[src/rtl/axis_upsizer.sv]
// AXI-Stream width upsizer: packs RATIO narrow beats into one wide beat, lane 0 first.
// Define AXIS_UPSIZER_TLAST_EN to add s_axis_tlast with early flush and partial tkeep.
module axis_upsizer #(
  parameter int S_DATA_WIDTH = 8,
  parameter int RATIO        = 4
) (
  input  logic                          aclk,
  input  logic                          aresetn,
  input  logic [S_DATA_WIDTH-1:0]       s_axis_tdata,
  input  logic                          s_axis_tvalid,
  output logic                          s_axis_tready,
`ifdef AXIS_UPSIZER_TLAST_EN
  input  logic                          s_axis_tlast,
`endif
  output logic [S_DATA_WIDTH*RATIO-1:0] m_axis_tdata,
  output logic [RATIO-1:0]              m_axis_tkeep,
  output logic                          m_axis_tvalid,
  input  logic                          m_axis_tready,
  output logic                          m_axis_tlast
);

  localparam int M_DATA_WIDTH = S_DATA_WIDTH * RATIO;
  localparam int IDX_W        = (RATIO > 1) ? $clog2(RATIO) : 1;
  localparam int ACC_W        = (RATIO > 1) ? S_DATA_WIDTH * (RATIO - 1) : S_DATA_WIDTH;
  localparam logic [IDX_W-1:0] LAST_IDX = IDX_W'(RATIO - 1);

  if (RATIO < 2 || S_DATA_WIDTH < 1) begin : g_param_check
    $error("axis_upsizer: RATIO must be >= 2 and S_DATA_WIDTH >= 1");
  end

  logic [IDX_W-1:0]        r_idx;
  logic [ACC_W-1:0]        r_acc;
  logic [M_DATA_WIDTH-1:0] r_m_tdata;
  logic                    r_m_tvalid;

  logic                    w_s_hs;
  logic                    w_m_hs;
  logic                    w_tlast;
  logic                    w_complete;
  logic [M_DATA_WIDTH-1:0] w_acc_ext;
  logic [M_DATA_WIDTH-1:0] w_word;

  assign s_axis_tready = aresetn && (!r_m_tvalid || m_axis_tready);
  assign w_s_hs        = s_axis_tvalid && s_axis_tready;
  assign w_m_hs        = r_m_tvalid && m_axis_tready;

`ifdef AXIS_UPSIZER_TLAST_EN
  assign w_tlast = s_axis_tlast;
`else
  assign w_tlast = 1'b0;
`endif

  assign w_complete = w_s_hs && ((r_idx == LAST_IDX) || w_tlast);
  assign w_acc_ext  = {{(M_DATA_WIDTH-ACC_W){1'b0}}, r_acc};

  // Lanes above idx are forced to zero so a flushed partial word carries no stale data.
  always_comb begin
    w_word = '0;
    for (int l = 0; l < RATIO; l++) begin
      if (l < int'(r_idx)) begin
        w_word[l*S_DATA_WIDTH +: S_DATA_WIDTH] = w_acc_ext[l*S_DATA_WIDTH +: S_DATA_WIDTH];
      end else if (l == int'(r_idx)) begin
        w_word[l*S_DATA_WIDTH +: S_DATA_WIDTH] = s_axis_tdata;
      end
    end
  end

  always_ff @(posedge aclk or negedge aresetn) begin
    if (!aresetn) begin
      r_idx <= '0;
      r_acc <= '0;
    end else if (w_complete) begin
      r_idx <= '0;
      r_acc <= '0;
    end else if (w_s_hs) begin
      for (int l = 0; l < RATIO - 1; l++) begin
        if (int'(r_idx) == l) begin
          r_acc[l*S_DATA_WIDTH +: S_DATA_WIDTH] <= s_axis_tdata;
        end
      end
      r_idx <= r_idx + IDX_W'(1);
    end
  end

  always_ff @(posedge aclk or negedge aresetn) begin
    if (!aresetn) begin
      r_m_tdata  <= '0;
      r_m_tvalid <= 1'b0;
    end else if (w_complete) begin
      r_m_tdata  <= w_word;
      r_m_tvalid <= 1'b1;
    end else if (w_m_hs) begin
      r_m_tvalid <= 1'b0;
    end
  end

  assign m_axis_tdata  = r_m_tdata;
  assign m_axis_tvalid = r_m_tvalid;

`ifdef AXIS_UPSIZER_TLAST_EN
  logic [RATIO-1:0] r_m_tkeep;
  logic             r_m_tlast;
  logic [RATIO-1:0] w_keep;

  always_comb begin
    w_keep = '0;
    for (int l = 0; l < RATIO; l++) begin
      w_keep[l] = (l <= int'(r_idx));
    end
  end

  always_ff @(posedge aclk or negedge aresetn) begin
    if (!aresetn) begin
      r_m_tkeep <= '0;
      r_m_tlast <= 1'b0;
    end else if (w_complete) begin
      r_m_tkeep <= w_keep;
      r_m_tlast <= w_tlast;
    end
  end

  assign m_axis_tkeep = r_m_tkeep;
  assign m_axis_tlast = r_m_tlast;
`else
  // Without tlast every word is full-width and packets are unbounded.
  assign m_axis_tkeep = '1;
  assign m_axis_tlast = 1'b0;
`endif

endmodule

[config.mk]
export PLATFORM = sky130hd
export DESIGN_NAME = axis_upsizer
export DESIGN_NICKNAME = d
export VERILOG_FILES = /design/src/rtl/axis_upsizer.sv
export SDC_FILE = /design/constraint.sdc
export NUM_CORES = 1
export LEC_CHECK = 0
export ABC_AREA = 1
export BUFFER_PORTS_ARGS = -buffer_cell sky130_fd_sc_hd__buf_2
export CAP_MARGIN = 15
export CORE_MARGIN = 1
export CORE_UTILIZATION = 45
export CTS_BUF_LIST = sky130_fd_sc_hd__clkbuf_4
export CTS_CLUSTER_DIAMETER = 120
export CTS_CLUSTER_SIZE = 40
export DETAILED_ROUTE_END_ITERATION = 10
export PLACE_DENSITY = 0.64
export SLEW_MARGIN = 20
export SYNTH_ARGS = -nofsm -noshare
export SYNTH_HDL_FRONTEND = slang
export SYNTH_SLANG_ARGS = --single-unit
[constraint.sdc]
create_clock -name aclk -period 3.9 [get_ports aclk]
set_input_delay 0.39 -clock aclk [delete_from_list [all_inputs] [get_ports aclk]]
set_output_delay 0.39 -clock aclk [all_outputs]
set_load 0.03 [all_outputs]
==> results of run 1 <==
power by group through the flow:
stage	clock (W)	sequential (W)	combinational, W
floorplan	0	0.00128	0.000498
global placement	0	0.00103	0.00101
detailed placement	0	0.00103	0.00102
CTS	0.000421	0.00102	0.00103
global route	0.000447	0.00105	0.00114
finish	0.000409	0.00102	0.00102
synth_stat cells, drive strengths merged:
library cell and number:
nand2 143, dfrtp 59, o21ai 41, nand3 25
buf 17, inv 14, nor2 8, ha 5
nand3b 3, clkbuf 2, conb 2, a21boi 1
a21oi 1, nand4 1
area by class of cell:
| cell class | instances | area, um^2 | share of cell area [%] |
|---|---|---|---|
| clock buffer | 9 | 67.6 | 2.21 |
| clock inverter | 7 | 58.8 | 1.92 |
| inverter | 14 | 55.1 | 1.80 |
| multi-input combinational | 233 | 1050 | 34.4 |
| sequential | 59 | 1480 | 48.3 |
| tap | 72 | 90.1 | 2.94 |
| timing repair buffer | 49 | 258 | 8.43 |
critical path, stage by stage:
cell	delay [ps]
dlygate4sd3_1	520
buf_2	290
a21boi_2	380
buf_2	260
worst max path at each step:
| stage | end | slack (ps) | cells after the start | start |
|---|---|---|---|---|
| floorplan | r_acc[3]$_DFFE_PN0P_ | 2380 | 8 | r_idx[1]$_DFFE_PN0P_ |
| global placement | r_acc[6]$_DFFE_PN0P_ | 2100 | 6 | r_idx[1]$_DFFE_PN0P_ |
| detailed placement | r_acc[7]$_DFFE_PN0P_ | 2030 | 6 | r_idx[1]$_DFFE_PN0P_ |
| CTS | s_axis_tready | 1660 | 4 | aresetn |
| global route | s_axis_tready | 1620 | 4 | aresetn |
| finish | s_axis_tready | 1660 | 4 | aresetn |
through the flow:
| step | utilization (%) | total power, W | setup WS, ps | area (um^2) |
|---|---|---|---|---|
| final | 54.2 | 0.00245 | 1660 | 3060 |
| after detailed placement | 51.8 | 0.00205 | 2030 | 2920 |
| after CTS | 54.2 | 0.00247 | 1660 | 3060 |
| after global routing | 54.2 | 0.00264 | 1620 | 3060 |
| after global placement | 51.8 | 0.00203 | 2100 | 2920 |
| after floorplan | - | 0.00177 | 2380 | 2710 |
repair_timing:
| item | in CTS | in global routing |
|---|---|---|
| hold buffers | 1 | 0 |
| endpoints found under the setup margin | 0 | 0 |
| gates resized for setup | 0 | 0 |
| hold endpoints to repair | 7 | 0 |
metal layers:
layer  vias up  share of wire, %
li1       1100                 -
met2        80                45
met3         5               7.5
met5         -                 0
met1      1031                46
met4         0              0.96
state kept, by name, summed over array words and instances, names as in the netlist:
register       flops
m_axis_tvalid      1
r_idx              2
r_acc             24
m_axis_tdata      32
logic make-up after synthesis:
family | Yosys count | share of synthesized area, %
other | 2 | 0.278
and+or+nand+nor | 180 | 27.8
AOI/OAI and AO/OA | 43 | 8.20
buffers and inverters | 33 | 6.72
adders and majority gates | 5 | 2.32
DFF | 59 | 54.7
==> results.sh, run 1 <==
export IMPL_status="completed"
export IMPL_p_switching_w=0.00108
export IMPL_p_leak_nw=1.70
export IMPL_min_path_cells=3
export IMPL_critPathMaxFanout=11
export IMPL_grtUsageMet2_pct=34.4
export IMPL_dp_cells=426
export IMPL_synth_seq_area_share_pct=54.7
export IMPL_dieHeight_um=79.5
export IMPL_syn_avg_cell_area_um2=8.39
export IMPL_drc=0
export IMPL_hold_slack_ps=283
export IMPL_final_common_cell="nand2_1"
export IMPL_port_buffers=45
export IMPL_slew_headroom_pct=56.0
export IMPL_die_width_um=79.5
export IMPL_start_util_pct=47.9
export IMPL_top_usage_layer="met2"
export IMPL_layout_common_cells="nand2_1 (143), dfrtp_1 (59), buf_2 (45)"
export IMPL_p_per_area_nw_per_um2=800
export IMPL_yosys_register_bits=59
export IMPL_layout_nets=383
export IMPL_cts_buffers=9
export IMPL_wl_per_cell_um=14.3
export IMPL_rr_startpoint="r_idx[1]$_DFFE_PN0P_"
export IMPL_num_vias=2216
export IMPL_synth_top_area_share_pct=54.7
export IMPL_fill_cells=562
export IMPL_p_int_w=0.00137
export IMPL_grt_total_usage_pct=22.7
export IMPL_p_sw_share_pct=43.9
export IMPL_first_iter_violations=205
export IMPL_grt_pass1_vias=2131
export IMPL_viasPerCell=5.00
export IMPL_antenna_cells=0
export IMPL_min_from="s_axis_tdata[6]"
export IMPL_clock_skew_ps=9.68
export IMPL_synthTopCellsByArea="dfrtp_1 (55%), nand2_1 (20%), o21ai_0 (7.2%)"
export IMPL_endpoint_kind="primary output"
export IMPL_synth_top_area_cell="dfrtp_1"
export IMPL_core_um2=5640
export IMPL_ir_drop_v=0.000437
export IMPL_synthCells=322
export IMPL_grt_max_degree=53
export IMPL_grt_pass1_wl_mm=10.6
export IMPL_insertion_delay_ps=400
export IMPL_p_seq_share_pct=41.8
export IMPL_drive_above_1_share_pct=19.1
export IMPL_ys_types=20
export IMPL_wl_mm=6.33
export IMPL_grt_overflow=0
export IMPL_layout_cells_non_filler=443
export IMPL_period_minus_slack_ps=2240
export IMPL_crit_path_start_kind="primary input"
export IMPL_gp_congestion=0.872
export IMPL_hold_violations=0
export IMPL_holdPathEnd="r_acc[22]$_DFFE_PN0P_"
export IMPL_reg2reg_setup_slack_ps=2000
export IMPL_drv_slew=0
export IMPL_root_buffer="clkbuf_4"
export IMPL_antenna_found_initial=0
export IMPL_cap_viol_max_count=0
export IMPL_power_frac_clock_pct=16.7
export IMPL_r2r_end="r_acc[7]$_DFFE_PN0P_"
export IMPL_tritoncts="done"
export IMPL_post_route_period_util_pct=57.5
export IMPL_yosys_warnings=0
export IMPL_io_pins=51
export IMPL_final_setup_viol_count=0
export IMPL_clock_path_buffers=2
export IMPL_crit_type="primary input to primary output"
export IMPL_cp_required_ps=3510
export IMPL_post_cts_setup_buffers=0
export IMPL_syn_to_final_growth_pct=13.3
export IMPL_rsz0062_at_grt="no"
export IMPL_htreeDepth=3
export IMPL_worst_hold_path_type="primary input to flop"
export IMPL_num_rows=27
export IMPL_fmax_ghz=0.446
export IMPL_gr_usage_met3_pct=4.11
export IMPL_grtUsageMet1_pct=31.4
export IMPL_hpwlAfterDp_mm=4.31
export IMPL_firstDrtPassIters=5
export IMPL_setup_tns_final_ps=0
export IMPL_die_area_um2=6310
export IMPL_clk_pin_slew_ps=90
export IMPL_p_comb_share_pct=41.5
export IMPL_ant_nets=0
export IMPL_worstPathArrival_ps=1850
export IMPL_clock_sinks=59
export IMPL_syn_area_um2=2700
export IMPL_worstRegToRegCells=6
export IMPL_worstMarginPinSlew_ps=660
(Power assumes the default switching activity.)
==> run 2, diff against run 1 <==
--- a/config.mk
+++ b/config.mk
@@ -14,7 +14,7 @@
 export CTS_CLUSTER_DIAMETER = 120
 export CTS_CLUSTER_SIZE = 40
 export DETAILED_ROUTE_END_ITERATION = 10
-export PLACE_DENSITY = 0.64
+export PLACE_DENSITY = 0.67
 export SLEW_MARGIN = 20
 export SYNTH_ARGS = -nofsm -noshare
 export SYNTH_HDL_FRONTEND = slang
==> constraint.sdc (replaced) <==
create_clock -name aclk -period 2 [get_ports aclk]
set_input_delay 0.2 -clock aclk [delete_from_list [all_inputs] [get_ports aclk]]
set_output_delay 0.2 -clock aclk [all_outputs]
set_load 0.03 [all_outputs]
==> run 2 against run 1 <==
Effect of this change:
- sequential power grew 95%
- non-clock buffer count increased by 2
- clock power increased by 140%
==> results.sh, run 2 (synthesis results as in run 1) <==
export IMPL_rsz0062_at_grt="no"
export IMPL_dp_cells=428
export IMPL_hpwlAfterDp_mm=4.20
export IMPL_min_from="s_axis_tdata[6]"
export IMPL_fmax_ghz=0.537
export IMPL_start_util_pct=47.9
export IMPL_crit_type="primary input to primary output"
export IMPL_p_leak_nw=1.72
export IMPL_drive_above_1_share_pct=20.4
export IMPL_highest_layer="met4"
export IMPL_dieHeight_um=79.5
export IMPL_antenna_found_initial=0
export IMPL_status="completed"
export IMPL_worstRegToRegCells=6
export IMPL_min_path_cells=3
export IMPL_path_cells="dlygate4sd3_1, buf_2, a21boi_2, buf_2"
export IMPL_worst_path_max_delay_cell="dlygate4sd3_1"
export IMPL_worstPathArrival_ps=1660
export IMPL_grt_max_degree=51
export IMPL_cap_viol_max_count=0
export IMPL_critPathMaxFanout=13
export IMPL_htreeDepth=3
export IMPL_hold_violations=0
export IMPL_rr_startpoint="r_idx[1]$_DFFE_PN0P_"
export IMPL_layout_cells_non_filler=445
export IMPL_drc=0
export IMPL_layout_nets=385
export IMPL_cp_required_ps=1800
export IMPL_power_w=0.00496
export IMPL_clock_sinks=59
export IMPL_register_area_um2=1480
export IMPL_wl_met2_mm=2.82
export IMPL_final_common_cell="nand2_1"
export IMPL_path_common_cell="buf_2"
export IMPL_grt_pass1_vias=2119
export IMPL_ctsResizeCount=0
export IMPL_root_buffer="clkbuf_4"
export IMPL_clock_path_buffers=2
export IMPL_fill_cells=540
export IMPL_slew_headroom_pct=59.7
export IMPL_worstMarginPinSlew_ps=605
export IMPL_first_iter_violations=185
export IMPL_num_vias=2196
export IMPL_r2r_end="m_axis_tdata[11]$_DFFE_PN0P_"
export IMPL_setup_tns_final_ps=0
export IMPL_tritoncts="done"
export IMPL_core_um2=5640
export IMPL_cts_buffers=9
export IMPL_insertion_delay_ps=420
export IMPL_clock_skew_ps=15.6
export IMPL_crit_path_start_kind="primary input"
export IMPL_holdPathEnd="r_acc[6]$_DFFE_PN0P_"
export IMPL_period_minus_slack_ps=1860
export IMPL_cp_slowest_stage_delay_ps=510
export IMPL_grt_total_usage_pct=22.8
export IMPL_wl_per_cell_um=13.7
export IMPL_grt_overflow=0
export IMPL_ant_nets=0
export IMPL_largest_register_ffs=32
export IMPL_reg2reg_setup_slack_ps=410
export IMPL_post_route_period_util_pct=93.0
export IMPL_wl_met3_um=323
export IMPL_drv_slew=0
export IMPL_hold_slack_ps=51.4
export IMPL_multi_input_area_um2=1050
export IMPL_wl_mm=6.08
export IMPL_layout_common_cells="nand2_1 (143), dfrtp_1 (59), buf_2 (45)"
export IMPL_endpoint_kind="primary output"
export IMPL_syn_to_final_growth_pct=15.1
export IMPL_die_area_um2=6310
export IMPL_gp_congestion=0.870
export IMPL_clk_pin_slew_ps=110
export IMPL_io_pins=51
export IMPL_port_buffers=45
export IMPL_ir_drop_v=0.000675
export IMPL_worst_hold_path_type="primary input to flop"
export IMPL_firstDrtPassIters=4
export IMPL_grt_pass1_wl_mm=10.6
export IMPL_final_setup_viol_count=0
export IMPL_num_rows=27
export IMPL_antenna_cells=0
export IMPL_viasPerCell=4.93
export IMPL_die_width_um=79.5
export IMPL_p_per_area_nw_per_um2=1590
export IMPL_m1WireLength_mm=2.82
export IMPL_post_cts_setup_buffers=0
==> run 2: cell count changes in the layout (fill, tap and decap cells not counted) <==
| cell | before | now |
|---|---|---|
| buf_4 | 3 | 5 |
| bufinv_16 | 1 | 2 |
| clkinvlp_4 | 1 | 3 |
| clkinv_1 | 3 | 0 |
==> run 2: layout make-up <==
type	count	share of cell area, %
clock buffer	9	2.17
clock inverter	7	2.98
tap	72	2.90
timing repair buffer	51	8.78
inverter	14	1.77
multi-input combinational	233	33.9
sequential	59	47.5
==> run 2: worst max-delay path by stage <==
stage / from / endpoint / slack [ps]
global route: aresetn / s_axis_tready / 50
CTS: aresetn / s_axis_tready / 130
finish: aresetn / s_axis_tready / 140
floorplan: r_idx[1]$_DFFE_PN0P_ / r_acc[3]$_DFFE_PN0P_ / 480
global placement: r_idx[1]$_DFFE_PN0P_ / m_axis_tdata[1]$_DFFE_PN0P_ / 490
detailed placement: r_idx[1]$_DFFE_PN0P_ / m_axis_tdata[27]$_DFFE_PN0P_ / 460
==> run 2: per-layer routing <==
layer | up-vias | track usage (%)
met5 | - | 0
met3 | 9 | 6.17
li1 | 1114 | -
met4 | 0 | 10.4
met2 | 66 | 32.5
met1 | 1007 | 32.0
==> run 2: timing repair <==
action / 4_1_cts / 5_1_grt
endpoints found under the hold margin: 9 / 0
endpoints found under the setup margin: 0 / 0
hold buffers: 1 / 0
==> run 2: per-stage QoR <==
step           instance area, um^2  utilization (%)  setup slack, ps
2_1_floorplan                 2710                -              475
4_1_cts                       3110             55.1              134
3_5_place_dp                  2940             52.1              464
3_3_place_gp                  2940             52.1              485
5_1_grt                       3110             55.1             48.3
6_report                      3110             55.1              139
==> run 2: power breakdown <==
part	internal (W)	switching (W)
clock	0.000501	0.000462
sequential	0.00170	0.000285
combinational	0.000631	0.00138
total	0.00283	0.00212
==> run 2: worst max-delay path, delay by kind of cell <==
kind	cells	cell delay, ps
buffers and inverters	3	1090
AO/OA/AOI/OAI	1	360
